==> config.mk <==
export PLATFORM = sky130hd
export DESIGN_NAME = tweet_tx
export DESIGN_NICKNAME = d
export VERILOG_FILES = /design/src/rtl/tweet_tx.sv
export SDC_FILE = /design/constraint.sdc
export NUM_CORES = 1
export LEC_CHECK = 0
export ABC_AREA = 1
export BUFFER_PORTS_ARGS = -buffer_cell sky130_fd_sc_hd__buf_4
export CORE_MARGIN = 4
export CORE_UTILIZATION = 55
export DETAILED_ROUTE_END_ITERATION = 6
export PLACE_DENSITY = 0.72
export SYNTH_ARGS = -nofsm -noshare
export SYNTH_HDL_FRONTEND = slang
export SYNTH_SLANG_ARGS = --single-unit
==> constraint.sdc <==
create_clock -name sysclk -period 3.3 [get_ports sysclk]
set_input_delay 0.66 -clock sysclk [delete_from_list [all_inputs] [get_ports sysclk]]
set_output_delay 0.66 -clock sysclk [all_outputs]
set_load 0.005 [all_outputs]
==> src/rtl/tweet_tx.sv <==
// tweet_tx: buffered 8N1 UART transmitter.
// A small FIFO feeds a start/data/stop serialiser with a registered idle-high line.
module tweet_tx #(
    parameter int CLKS_PER_BIT = 5208,
    parameter int DEPTH        = 16,
    parameter int ADDR_W       = 4
) (
    input  logic              sysclk,
    input  logic              reset_n,
    input  logic              wr_en,
    input  logic [7:0]        data_in,
    input  logic              hold,
    output logic              tx,
    output logic              busy,
    output logic              full,
    output logic              empty,
    output logic [ADDR_W:0]   count,
    output logic              overflow
);

    localparam int BAUD_W = (CLKS_PER_BIT > 2) ? $clog2(CLKS_PER_BIT) : 1;

    typedef enum logic [1:0] {
        IDLE,
        START,
        DATA,
        STOP
    } state_t;

    state_t             state;
    logic [7:0]         mem [DEPTH];
    logic [ADDR_W:0]    wr_ptr;
    logic [ADDR_W:0]    rd_ptr;
    logic [ADDR_W:0]    count_nxt;
    logic [7:0]         shift;
    logic [7:0]         head;
    logic [BAUD_W-1:0]  baud;
    logic [2:0]         bit_idx;
    logic               last;
    logic               push;
    logic               pop;

    assign last = (baud == BAUD_W'(CLKS_PER_BIT - 1));
    assign head = mem[rd_ptr[ADDR_W-1:0]];

    // A pop only happens when the FSM is ready to launch a new start bit.
    always_comb begin
        push = wr_en && !full;
        pop  = !empty && !hold &&
               ((state == IDLE) || ((state == STOP) && last));
    end

    always_comb begin
        count_nxt = count;
        if (push && !pop)
            count_nxt = count + 1'b1;
        else if (!push && pop)
            count_nxt = count - 1'b1;
    end

    always_ff @(posedge sysclk) begin
        if (push)
            mem[wr_ptr[ADDR_W-1:0]] <= data_in;
    end

    always_ff @(posedge sysclk or negedge reset_n) begin
        if (!reset_n) begin
            wr_ptr   <= '0;
            rd_ptr   <= '0;
            count    <= '0;
            full     <= 1'b0;
            empty    <= 1'b1;
            overflow <= 1'b0;
        end else begin
            if (push)
                wr_ptr <= wr_ptr + 1'b1;
            if (pop)
                rd_ptr <= rd_ptr + 1'b1;
            if (wr_en && full)
                overflow <= 1'b1;
            count <= count_nxt;
            full  <= (count_nxt == (ADDR_W+1)'(DEPTH));
            empty <= (count_nxt == '0);
        end
    end

    always_ff @(posedge sysclk or negedge reset_n) begin
        if (!reset_n) begin
            state   <= IDLE;
            tx      <= 1'b1;
            busy    <= 1'b0;
            baud    <= '0;
            bit_idx <= '0;
            shift   <= '0;
        end else begin
            unique case (state)
                IDLE: begin
                    tx <= 1'b1;
                    if (pop) begin
                        shift <= head;
                        tx    <= 1'b0;
                        baud  <= '0;
                        busy  <= 1'b1;
                        state <= START;
                    end
                end
                START: begin
                    if (last) begin
                        baud    <= '0;
                        bit_idx <= '0;
                        tx      <= shift[0];
                        state   <= DATA;
                    end else begin
                        baud <= baud + 1'b1;
                    end
                end
                DATA: begin
                    if (last) begin
                        baud <= '0;
                        if (bit_idx == 3'd7) begin
                            tx    <= 1'b1;
                            state <= STOP;
                        end else begin
                            bit_idx <= bit_idx + 3'd1;
                            tx      <= shift[bit_idx + 3'd1];
                        end
                    end else begin
                        baud <= baud + 1'b1;
                    end
                end
                STOP: begin
                    if (last) begin
                        baud <= '0;
                        if (pop) begin
                            shift <= head;
                            tx    <= 1'b0;
                            state <= START;
                        end else begin
                            tx    <= 1'b1;
                            busy  <= 1'b0;
                            state <= IDLE;
                        end
                    end else begin
                        baud <= baud + 1'b1;
                    end
                end
            endcase
        end
    end

endmodule

After elaboration in Yosys (flattened, before gate mapping)
Memories as Yosys holds them, arrays and structs flattened.
Cells that the tools add are included.
- bits in registers: 46
- RAM bits: 128
- word-level logic and storage cells: 89
- memories: 1
- add/sub/neg operators: 6
- magnitude comparators: 1
- equality and inequality tests: 13
- muxes and demuxes: 33
- reductions and logical operators: 23
- memories (name ; depth ; width ; read ports ; clocked after Yosys merged registers in ; write ports ; line ; text):
    mem ; 16 ; 8 ; 1 ; 0 ; 1 ; 31 ; logic [7:0] mem [DEPTH];
- operators with widths (kind ; count):
    $mux 13 ; 2
    $pmux 13 s2 ; 1
    $mux 8 ; 2
    $pmux 8 s2 ; 1
    $add 5x1->5 const B ; 3
    $ne 2x2->1 const B ; 7
    $add 13x1->13 const B ; 1
    $eq 13x13->1 const B ; 1
    $mux 1 ; 12
    $mux 2 ; 5
    $mux 5 ; 2
    $mux 3 ; 3
    $pmux 2 s4 ; 1
    $reduce_and 4->1 ; 2
    $logic_and 1x1->1 ; 7
    $pmux 3 s2 ; 1
    $eq 5x5->1 const B ; 1
    $logic_not 1->1 ; 5
    $logic_not 5->1 ; 1
    $reduce_and 5->1 ; 1
    $sub 5x1->5 const B ; 1
    $eq 2x2->1 const B ; 2
    $lt 3x4->1 const B ; 1
    $pmux 1 s4 ; 1
    other kinds (11) ; 12

Depth between registers and ports, before layout
Gate-level depths: netlist of the first run.
- word-level depth: 8
- mapped depth: 13
- mapped depth without buffers: 13

Worst setup path after synthesis of the first run
OpenSTA, ideal clock, no wires.
- path type: input to register
- start: in wr_en
- end: mem mem[11][0] (enable)
- arrival: 1.483 ns
- slack: 1.446 ns
- stages on the path: 4
- buffers on the path: 0
- cell sequence: inv_2 > nor2_4 > nand2_1 > nor2_1
- word-level cells in the longest chain between the ends: 3
- RTL lines (what ; line ; text):
    from (decl) ; 10 ; input logic wr_en,
    $logic_and 1x1->1 ; 48 ; push = wr_en && !full;
    $mux 1 ; 62 ; if (push)
    $mux 1 (not written as such) ; 63 ; mem[wr_ptr[ADDR_W-1:0]] <= data_in;
    to (decl) ; 31 ;
No other way between the ends.

Worst setup path after layout of the first run
- start: reg state[0]
- end: reg baud[10]
- word-level cells in the longest chain between the ends: 5
- elaborated cells between the ends (all ways): 10
- classes of those cells: eq/ne (4); mux (1); reduce/logical (5)
- RTL lines (what ; line ; text):
    from (decl) ; 30 ; state_t state;
    from (signal assigned) ; 89 ; state <= IDLE;
    from (signal assigned) ; 104 ; state <= START;
    from (signal assigned) ; 112 ; state <= DATA;
    $eq 2x2->1 ; 50, 96 ;
    $logic_and 1x1->1 ; 50 ; ((state == IDLE) || ((state == STOP) && last));
    $logic_or 1x1->1 ; 50 ;
    $logic_and 1x1->1 ; 49 ; pop = !empty && !hold &&
    $ne 2x2->1 (no source line) ; -- ;
    to (signal assigned) ; 114 ; baud <= baud + 1'b1;
    to (signal assigned) ; 128 ; baud <= baud + 1'b1;
    to (signal assigned) ; 144 ; baud <= baud + 1'b1;
    to (decl) ; 37 ; logic [BAUD_W-1:0] baud;
Several ways; a longest one is shown, not always the timed one.
A chain may end at the register's enable or synchronous reset.

==> run metrics, run 1 <==
period utilisation layout=66.9%; Netlist Area Pre-Place=7500 µm²; Synth Register Bits=~170; CTS H-Tree Depth=4; total grt overflow=0; Leak=roughly 3.1 nW; vias in the first global route=5018; setup TNS=0 ps; vias per cell=5.94; core area=13300 µm²; PostCTS Resize Cnt=0; Routability Congestion=0.943; DR pass1 iterations=6; nets@finish=699; CTS clk-pin slew, worst paths=70 ps; Reg2Reg Depth=12; Clock Latency Late Sink=~430 ps; Cells after Synth=654; Layout Utilization=63.0%; gr busiest metal=met2; met3 usage=5.45%; Port Buffers=21; Ys Warns=0; Routed Antenna Nets=0; CTS sink count=172; kind of critical path=reg2reg; IO Count=22; syn avg cell area=around 11 µm²; final setup fails=0; fillers=1014; Global Route met1 Usage=28.4%; setup slack, reg-to-reg=~1100 ps; status=finished clean; RR Startpoint=state[0]; Die Ht=125 µm; worst r2r dst=baud[10]; PwrDens=870 nW/µm²; CP max FO=11; sequential share of the synthesized area=65.9%; Slew HR=42.0%; Hold Worst Slack=233 ps; initial antenna violation count=0; synth unique cells=39; share of layout cells above drive strength 1=11.7%; worst vdd ir=about 570 µV; routed vias=~5100; Reg area=4950 µm²; crit path from=state[0]; drt initial violations=625; crit end category=flip-flop; die span in x=125 µm; Mapped Nets=just under 700; pin count of the biggest net entering global routing=between 60 and 70; type of origin of the critical path=flip-flop; CTS Hold Bufs=0; CTS tree=yes; Crit path required time=3610 ps; maxcap violations=0; die area=15600 µm²; minimum clock period=2210 ps; multi-input logic area=2280 µm²; routed length per instance=19.5 µm; Longest Clk Path Bufs=2; Post-DP HPWL=11.0 mm; RSZ-0062 raised after global routing=no; Worst Setup EP=baud[10]; drt drc=0; Setup Fix Bufs, Post-CTS=0; final cell count without fillers=about 860; root buf cell=clkbuf_16; Layout area overhead=11.6%; starting density of the core=between 50% and 60%; Placed Cells=829; Max Freq=453 MHz; critical path arrival=about 2500 ps; DRT Wirelength=about 17 mm; Setup WS pre-CTS=981 ps; final worst slack=1090 ps; clk_skew=approximately 7 ps; hold crit path type=in2async; CTS buffer count=17; pin slew with the least headroom to its limit=868 ps; first-pass GRT wire length=26.7 mm; GRT met2 Usage=between 30% and 40%; final hold violation count=0; Slew Limit Fails=0; antenna fix cells=0; FP Rows=42; Tot GR Track Use=22.1%
sequential cells by signal, indices dropped and copies added (netlist names), 2 cells and up:
register,count
rd_ptr,4
state,2
shift,8
mem,128
wr_ptr,4
count,5
bit_idx,3
baud,13
cell usage after synthesis:
master / instances / area [µm²]
o21ai_1: 4 / 20.0
inv_2: 8 / 30.0
nor3_4: 1 / 16.3
o21ai_0: 76 / 380
nor4_1: 3 / 18.8
mux2i_1: 1 / 10.0
xnor2_1: 1 / 8.76
o21a_1: 2 / 15.0
nand3_1: 17 / 85.1
nor3_1: 6 / 30.0
o21bai_1: 1 / 7.51
o211ai_1: 13 / 97.6
buf_6: 1 / 11.3
o22ai_1: 15 / 93.8
nand4_1: 5 / 31.3
clkbuf_1: 23 / 86.3
nand2_1: 68 / 255
buf_1: 1 / 3.75
xor2_1: 13 / 114
nor2_2: 1 / 6.26
nor4_2: 1 / 12.5
a21o_1: 1 / 7.51
a21oi_1: 13 / 65.1
a22o_1: 1 / 8.76
nor2_1: 113 / 424
inv_1: 34 / 128
nor3b_1: 2 / 15.0
dfstp_2: 2 / 52.6
dfrtp_1: 42 / 1050
nand2_8: 3 / 60.1
nand2_2: 1 / 6.26
buf_2: 3 / 15.0
a31oi_1: 9 / 56.3
clkinv_1: 1 / 3.75
nor2_4: 4 / 45.0
edfxtp_1: 128 / 3840
ha_1: 15 / 188
o221ai_1: 19 / 166
nand3_4: 2 / 35.0
logic make-up (layout without fill, tap and decap cells):
family / count (synthesis) / after routing / share of synthesized area, %
fa+ha+maj: 15 / 15 / 2.50
simple gates: 227 / 227 / 13.9
buf+inv: 71 / 102 / 3.70
xor+xnor: 14 / 14 / 1.63
mux: 1 / 1 / 0.133
compound gates: 154 / 154 / 12.2
flops: 172 / 172 / 65.9
routing by layer:
layer	vias to the layer above	wire length [µm]	part of all wire (%)
li1	2367	-	-
met1	2498	6750	40
met2	218	8590	51
met3	28	1140	6.8
met4	0	301	1.8
met5	-	0	0
per-stage QoR:
step	total power, W	area, µm²
after floorplan	0.00463	7500
after global placement	0.00531	7810
after detailed placement	0.00539	7810
after CTS	0.00729	8380
after global routing	0.00772	8380
final	0.00729	8380
placed cells by master, fill, tap and decap left out, types with 2 or more instances in the layout:
cell type	count
o21a_1	2
inv_6	2
dfstp_2	2
clkinvlp_4	2
nor3_1	6
nand3_4	2
o221ai_1	19
inv_8	4
a21oi_1	13
clkbuf_16	17
o22ai_1	15
inv_2	8
inv_1	34
nand2_8	3
nand2_1	68
nand4_1	5
ha_1	15
dfrtp_1	42
clkinv_1	3
buf_4	27
clkinv_2	3
nor3b_1	2
nor4_1	3
o21ai_1	4
nor2_1	113
o21ai_0	76
nor2_4	4
a31oi_1	9
xor2_1	13
nand3_1	17
o211ai_1	13
edfxtp_1	128
worst min path at each step:
stage	startpoint	to	slack, ps	depth (start not counted)
6_report	reset_n	count[4]	230	1
5_1_grt	reset_n	overflow	270	1
4_1_cts	reset_n	count[4]	240	1
3_5_place_dp	tx	tx	470	2
3_3_place_gp	overflow	overflow	440	1
2_1_floorplan	reset_n	baud[0]	360	0
power by group:
group / internal, W / switching (W) / leakage (nW)
clock network: 0.00105 / 0.000847 / 0.276
logic: 0.000799 / 0.00168 / 1.08
registers: 0.00269 / 0.000216 / 1.70
total: 0.00454 / 0.00275 / 3.06
critical path, cell delays in order, from the launching register on:
cell and delay (ps):
dfrtp_1 390, inv_1 100, ha_1 250, inv_2 120, nor2_1 60, buf_4 180, inv_2 110, nand2_1 100
nor2_1 260, nand2_1 170, nor2_1 140, xor2_1 160, nor2_1 50
cell type report:
cell class	count	share of cell area, %
clock buffer	17	5.08
clock inverter	15	1.66
inverter	43	1.93
multi-input combinational	411	27.2
sequential	172	59.1
tap	176	2.63
timing repair buffer	27	2.42
Note: power is estimated with default switching activity, not from simulation.
==> inputs of run 2 (changes only) <==
--- a/config.mk
+++ b/config.mk
@@ -5,7 +5,7 @@
 export SDC_FILE = /design/constraint.sdc
 export NUM_CORES = 1
 export LEC_CHECK = 0
-export ABC_AREA = 1
+export ABC_AREA = 0
 export BUFFER_PORTS_ARGS = -buffer_cell sky130_fd_sc_hd__buf_4
 export CORE_MARGIN = 4
 export CORE_UTILIZATION = 55
==> constraint.sdc (replaced) <==
create_clock -name sysclk -period 2.1 [get_ports sysclk]
set_input_delay 0.42 -clock sysclk [delete_from_list [all_inputs] [get_ports sysclk]]
set_output_delay 0.42 -clock sysclk [all_outputs]
set_load 0.005 [all_outputs]
==> run 2 against run 1 <==
  * The flow now finishes with violations (negative hold slack, negative setup slack)
  * Wire length down 18%
  * Die area is 3.2% lower
  * Critical path depth shrank 5
  * Power up 16%
==> run metrics, run 2 <==
sequential share of the synthesized area=68.2% (was 65.9%); count leader, synth=edfxtp_1 (unchanged); critical path arrival=2440 ps (was 2520 ps); nets@finish=501 (was 699); pin slew with the least headroom to its limit=659 ps (was 868 ps); initial antenna violation count=0 (unchanged); DR pass1 iterations=4 (was 6); Synth Register Bits=172 (unchanged); vias in the first global route=3926 (was 5018); Max Freq=472 MHz (was 453 MHz); DP Area=7990 µm² (was 7810 µm²); Crit path required time=2420 ps (was 3610 ps); kind of critical path=reg2reg (unchanged); syn avg cell area=17.8 µm² (was 11.5 µm²); Mapped Nets=434 (was 681); Hold Worst Slack=-23.5 ps (was 233 ps); CTS H-Tree Depth=4 (unchanged); max FFs per register=128 (unchanged); drt drc=0 (unchanged); PwrDens=983 nW/µm² (was 870 nW/µm²); Clock Latency Late Sink=430 ps (about the same); DRT Wirelength=13.8 mm (was 16.8 mm); Post-DP HPWL=9.18 mm (was 11.0 mm); hold crit path type=in2async (unchanged); Routed Antenna Nets=0 (unchanged); status=complete, but fails checks (was finished clean); top cell type's share of synthesized area=53.0% (was 51.2%); total grt overflow=0 (unchanged); setup slack, reg-to-reg=-20 ps (was 1090 ps); die span in x=123 µm (was 125 µm); Most used DFF post-synth=edfxtp_1 (unchanged); Synth area leaders=edfxtp_1, dfrtp_1, mux4_2 (was edfxtp_1, dfrtp_1, nor2_1); worst vdd ir=938 µV (was 566 µV); Routability Congestion=0.872 (was 0.943); first-pass GRT wire length=22.2 mm (was 26.7 mm); routed vias=3776 (was 5111); violated checks=negative hold slack, negative setup slack; synth unique cells=45 (was 39); drt initial violations=337 (was 625); Power, Total=0.00849 W (was 0.00729 W); CTS buffer count=17 (unchanged); Layout area overhead=19.0% (was 11.6%); antenna fix cells=0 (unchanged); Port Buffers=21 (unchanged); Die Ht=123 µm (was 125 µm); vias per cell=5.73 (was 5.94); Design Area, Final=8630 µm² (was 8380 µm²); pin count of the biggest net entering global routing=45 (was 66); CP max FO=7 (was 11); top post-synthesis cells by count=edfxtp_1, dfrtp_1, mux4_2, nor2_1, and2_1 (was edfxtp_1, nor2_1, o21ai_0, nand2_1, dfrtp_1); Slew Limit Fails=0 (unchanged); die area=15100 µm² (was 15600 µm²); CTS tree=yes (unchanged); share of layout cells above drive strength 1=32.9% (was 11.7%); area leader, netlist=edfxtp_1 (unchanged); EDFF count, synth=128 (unchanged); RSZ-0062 raised after global routing=yes (was no); starting density of the core=56.8% (was 56.4%); final hold violation count=18 (was 0); Netlist Area Pre-Place=7250 µm² (was 7500 µm²); maxcap violations=0 (unchanged); final cell count without fillers=659 (was 861); clk_skew=13.6 ps (was 6.90 ps); period utilisation layout=101% (was 66.9%); root buf cell=clkbuf_16 (unchanged); minimum clock period=2120 ps (was 2210 ps); Longest Clk Path Bufs=2 (unchanged); routed length per instance=21.0 µm (was 19.5 µm); Ys Warns=0 (unchanged); Cells after Synth=407 (was 654); final worst slack=-19.9 ps (was 1090 ps); IO Count=22 (unchanged); core area=12800 µm² (was 13300 µm²); Slew HR=56.0% (was 42.0%); crit end category=flip-flop (unchanged); Leak=3.16 nW (was 3.06 nW); most frequent cells in the layout=edfxtp_1, buf_4, mux4_2 (was edfxtp_1, nor2_1, o21ai_0); CTS clk-pin slew, worst paths=70 ps (about the same); Placed Cells=624 (was 829); final setup fails=3 (was 0); most common cell after layout, fill and taps aside=edfxtp_1 (unchanged); type of origin of the critical path=flip-flop (unchanged); FP Rows=41 (was 42); Tot GR Track Use=20.5% (was 22.1%); CTS sink count=172 (unchanged); CTS Hold Bufs=0 (unchanged); Async SR Flop Fraction=25.6% (unchanged)
run 2: cell count changes in the layout (fill, tap and decap cells not counted), moves of 16 or more:
cell | previous run | this run
mux4_2 | 0 | 42
buf_4 | 27 | 49
o221ai_1 | 19 | 0
inv_1 | 34 | 9
nor2_1 | 113 | 19
o21ai_0 | 76 | 8
and2_1 | 0 | 16
nand2_1 | 68 | 15
run 2: per-layer routing:
layer	part of all wire, %	wire, µm	track usage, %	vias up
met5	0	0	0	-
met4	0.99	137	5.95	0
met3	4.1	567	5.21	16
met2	51	7070	32.4	94
met1	44	6040	28.6	1933
li1	-	-	-	1733
run 2: through the flow:
step	utilization (%)	TNS (ps)	setup slack (ps)
after detailed placement	62.5	-103	-76.6
final	67.6	-49.6	-19.9
after global routing	67.6	-1120	-254
after CTS	67.4	-77.3	-49.7
after floorplan	-	0	18.7
after global placement	62.5	0	65.5
run 2: logic make-up (layout without fill, tap and decap cells):
group,Yosys count,in the layout,share of synthesized area (%)
compound gates,28,28,2.69
flops,172,172,68.2
buf+inv,23,103,1.28
simple gates,89,89,7.09
fa+ha+maj,16,16,2.73
mux,58,58,15.5
xor+xnor,21,21,2.54
run 2: repair_timing:
item / CTS / global route
endpoints found under the hold margin: 0 / 0
pin swaps: 1 / 1
setup buffers: 2 / 1
resized for setup: 0 / 3
endpoints found under the setup margin: 2 / 22
run 2: area by class of cell:
cell class                 instances  area, µm²
timing repair buffer              61        608
sequential                       172       4950
clock buffer                      17        425
fill                             787       4140
tap                              172        215
multi-input combinational        212       2220
inverter                          10       37.5
clock inverter                    15        178
run 2: critical path: stages, from the launching register on:
cell     delay [ps]
dfrtp_1         410
inv_1           130
ha_1            260
a41oi_2         230
nor3_4          100
or4_1           470
o311a_1         160
nor4b_2         250
run 2: path summary, 6_finish.rpt:
check | start | end | depth (start not counted)
min | reset_n | bit_idx[2] | 1
max | state[0] | full | 7
max reg2reg | state[0] | full | 7
min reg2reg | overflow | overflow | 1
min in group sysclk | wr_en | overflow | 2
max in group asynchronous | reset_n | rd_ptr[0] | 1
run 2: report_power, final:
| group | internal, W | switching (W) | total (W) |
|---|---|---|---|
| registers | 0.00402 | 0.000202 | 0.00423 |
| clock network | 0.00170 | 0.00143 | 0.00313 |
| logic | 0.000541 | 0.000587 | 0.00113 |
| total | 0.00627 | 0.00222 | 0.00849 |
==> inputs of run 3 (changes only) <==
--- a/config.mk
+++ b/config.mk
@@ -9,8 +9,10 @@
 export BUFFER_PORTS_ARGS = -buffer_cell sky130_fd_sc_hd__buf_4
 export CORE_MARGIN = 4
 export CORE_UTILIZATION = 55
+export CTS_BUF_LIST = sky130_fd_sc_hd__clkbuf_4 sky130_fd_sc_hd__clkbuf_8 sky130_fd_sc_hd__clkbuf_16
 export DETAILED_ROUTE_END_ITERATION = 6
 export PLACE_DENSITY = 0.72
+export SETUP_SLACK_MARGIN = 0.05
 export SYNTH_ARGS = -nofsm -noshare
 export SYNTH_HDL_FRONTEND = slang
 export SYNTH_SLANG_ARGS = --single-unit
==> run 3 against run 2 <==
  * The run still ends with negative hold slack, negative setup slack left
  * Worst setup slack got worse by 140 ps
  * Core utilization grew 1.3 points
  * Combinational power grew 13%
  * Sequential share of layout area decreased by 1.1 points
  * Critical path depth unchanged
  * Clock skew is 7.5 ps lower
  * Sequential cell count unchanged
  * Clock power fell by 4%
  * Register-to-register slack lost 140 ps
  * Via count grew 1.7%
  * Sequential power hardly changed
  * Largest cell class unchanged
  * Largest power group unchanged
==> run metrics, run 3 (synthesis gave the netlist of run 2 again) <==
status=complete, but fails checks (unchanged); violated checks=negative hold slack, negative setup slack (unchanged); Max Freq=442 MHz (was 472 MHz); worst stage delay on the critical path=400 ps (was 470 ps); pin count of the biggest net entering global routing=45 (unchanged); Port Buffers=21 (unchanged); routed vias=3841 (was 3776); kind of critical path=reg2reg (unchanged); most common cell after layout, fill and taps aside=edfxtp_1 (unchanged); initial antenna violation count=0 (unchanged); die area=15100 µm² (unchanged); CP max-delay cell=nor3_4 (was or4_1); Routability Congestion=0.859 (was 0.872); type of origin of the critical path=flip-flop (unchanged); Longest Clk Path Bufs=2 (unchanged); root buf cell=clkbuf_16 (unchanged); CP max FO=7 (unchanged); die span in x=123 µm (unchanged); Hold Worst Slack=-17.3 ps (was -23.5 ps); CTS H-Tree Depth=4 (unchanged); Clock Latency Late Sink=420 ps (was 430 ps); DRT Wirelength=14.0 mm (was 13.8 mm); core area=12800 µm² (unchanged); max FFs per register=128 (unchanged); crit end category=flip-flop (unchanged); Leak=3.24 nW (was 3.16 nW); routed length per instance=20.9 µm (was 21.0 µm); hold crit path type=in2async (unchanged); Routed Antenna Nets=0 (unchanged); nets@finish=510 (was 501); Die Ht=123 µm (unchanged); final setup fails=11 (was 3); Tot GR Track Use=20.6% (was 20.5%); Post-DP HPWL=8.75 mm (was 9.18 mm); Placed Cells=623 (was 624); setup slack, reg-to-reg=-160 ps (was -20 ps); setup TNS=-744 ps (was -49.6 ps); minimum clock period=2260 ps (was 2120 ps); DR pass1 iterations=5 (was 4); Slew HR=56.4% (was 56.0%); clk_skew=6.13 ps (was 13.6 ps); Layout area overhead=21.3% (was 19.0%); vias in the first global route=4101 (was 3926); drt initial violations=302 (was 337); critical path arrival=2570 ps (was 2440 ps); Slew Limit Fails=0 (unchanged); Crit path required time=2410 ps (was 2420 ps); CTS sink count=172 (unchanged); most frequent cells in the layout=edfxtp_1, buf_4, mux4_2 (unchanged); pin slew with the least headroom to its limit=653 ps (was 659 ps); drt drc=0 (unchanged); period utilisation layout=108% (was 101%); first-pass GRT wire length=22.7 mm (was 22.2 mm); starting density of the core=56.8% (unchanged); vias per cell=5.76 (was 5.73); IO Count=22 (unchanged); FP Rows=41 (unchanged); Layout Utilization=68.9% (was 67.6%); total grt overflow=0 (unchanged); final cell count without fillers=667 (was 659); PwrDens=963 nW/µm² (was 983 nW/µm²); CTS buffer count=17 (unchanged); maxcap violations=0 (unchanged); worst vdd ir=720 µV (was 938 µV); CTS tree=yes (unchanged); CTS clk-pin slew, worst paths=60 ps (was 70 ps); RSZ-0062 raised after global routing=yes (unchanged); final worst slack=-160 ps (was -19.9 ps); share of layout cells above drive strength 1=34.1% (was 32.9%); antenna fix cells=0 (unchanged); crit-path cells=ha_1 -> and4b_1 -> a41oi_2 -> nor3_4 -> mux2i_1 -> xor2_1 -> nor4_2 (was inv_1 -> ha_1 -> a41oi_2 -> nor3_4 -> or4_1 -> o311a_1 -> nor4b_2); final hold violation count=12 (was 18); Power, Total=0.00847 W (was 0.00849 W)
==> run 3: cell types whose count changed in the layout (fill, tap and decap cells not counted), sizes merged <==
cell	delta
buf	+9
inv	-6
clkinv	+4
bufinv	+1
clkbuf	+1
clkinvlp	-1
==> run 3: power breakdown <==
part           internal, W  switching, W
sequential         0.00403      0.000175
clock              0.00174       0.00124
combinational     0.000628      0.000654
==> run 3: what timing repair did <==
action / in CTS / in global routing
gates cloned: 3 / 0
setup endpoints to repair: 22 / 25
pin swaps: 5 / 2
setup buffers: 10 / 0
hold buffers: 0 / 0
gates resized for setup: 19 / 5
==> run 3: worst paths after layout <==
check                      cells after the start         end  startpoint
setup / recovery                               7       empty     baud[0]
min in group sysclk                            2    overflow       wr_en
max in group asynchronous                      1   rd_ptr[0]     reset_n
setup reg to reg                               7       empty     baud[0]
hold reg to reg                                1    shift[5]    shift[5]
hold / removal                                 1  bit_idx[0]     reset_n
==> run 3: area by class of cell <==
type	instances	area [µm²]
Inverter	10	37.5
Tap cell	172	215
Clock buffer	18	433
Clock inverter	13	126
Timing Repair Buffer	70	754
Multi-Input combinational cell	212	2280
Sequential cell	172	4950
Fill cell	802	3980
==> run 3: stage by stage <==
| stage | hold WS (ps) | instance area, µm² | setup WS [ps] |
|---|---|---|---|
| finish | -17.3 | 8800 | -160 |
| global route | 31.7 | 8800 | -298 |
| CTS | 7.53 | 8770 | -131 |
| detailed placement | 446 | 7970 | -133 |
| global placement | 439 | 7970 | -88.8 |
| floorplan | 124 | 7280 | 78.1 |
==> run 3: per-layer routing <==
layer | share of wire [%] | up-vias | global-route usage (%)
li1 | - | 1741 | -
met1 | 43 | 1989 | 27.6
met2 | 50 | 89 | 33.2
met3 | 4.3 | 22 | 4.65
met4 | 2.4 | 0 | 8.40
met5 | 0 | - | 0
==> run 3: worst max-delay path: cells and delay by family (launching register included) <==
family | cells | cell delay (ps)
and+or+nand+nor | 3 | 1020
xor gates and xnor gates | 1 | 170
AOI/OAI and AO/OA | 1 | 150
muxes | 1 | 270
adders and majority gates | 1 | 170
DFF | 1 | 360
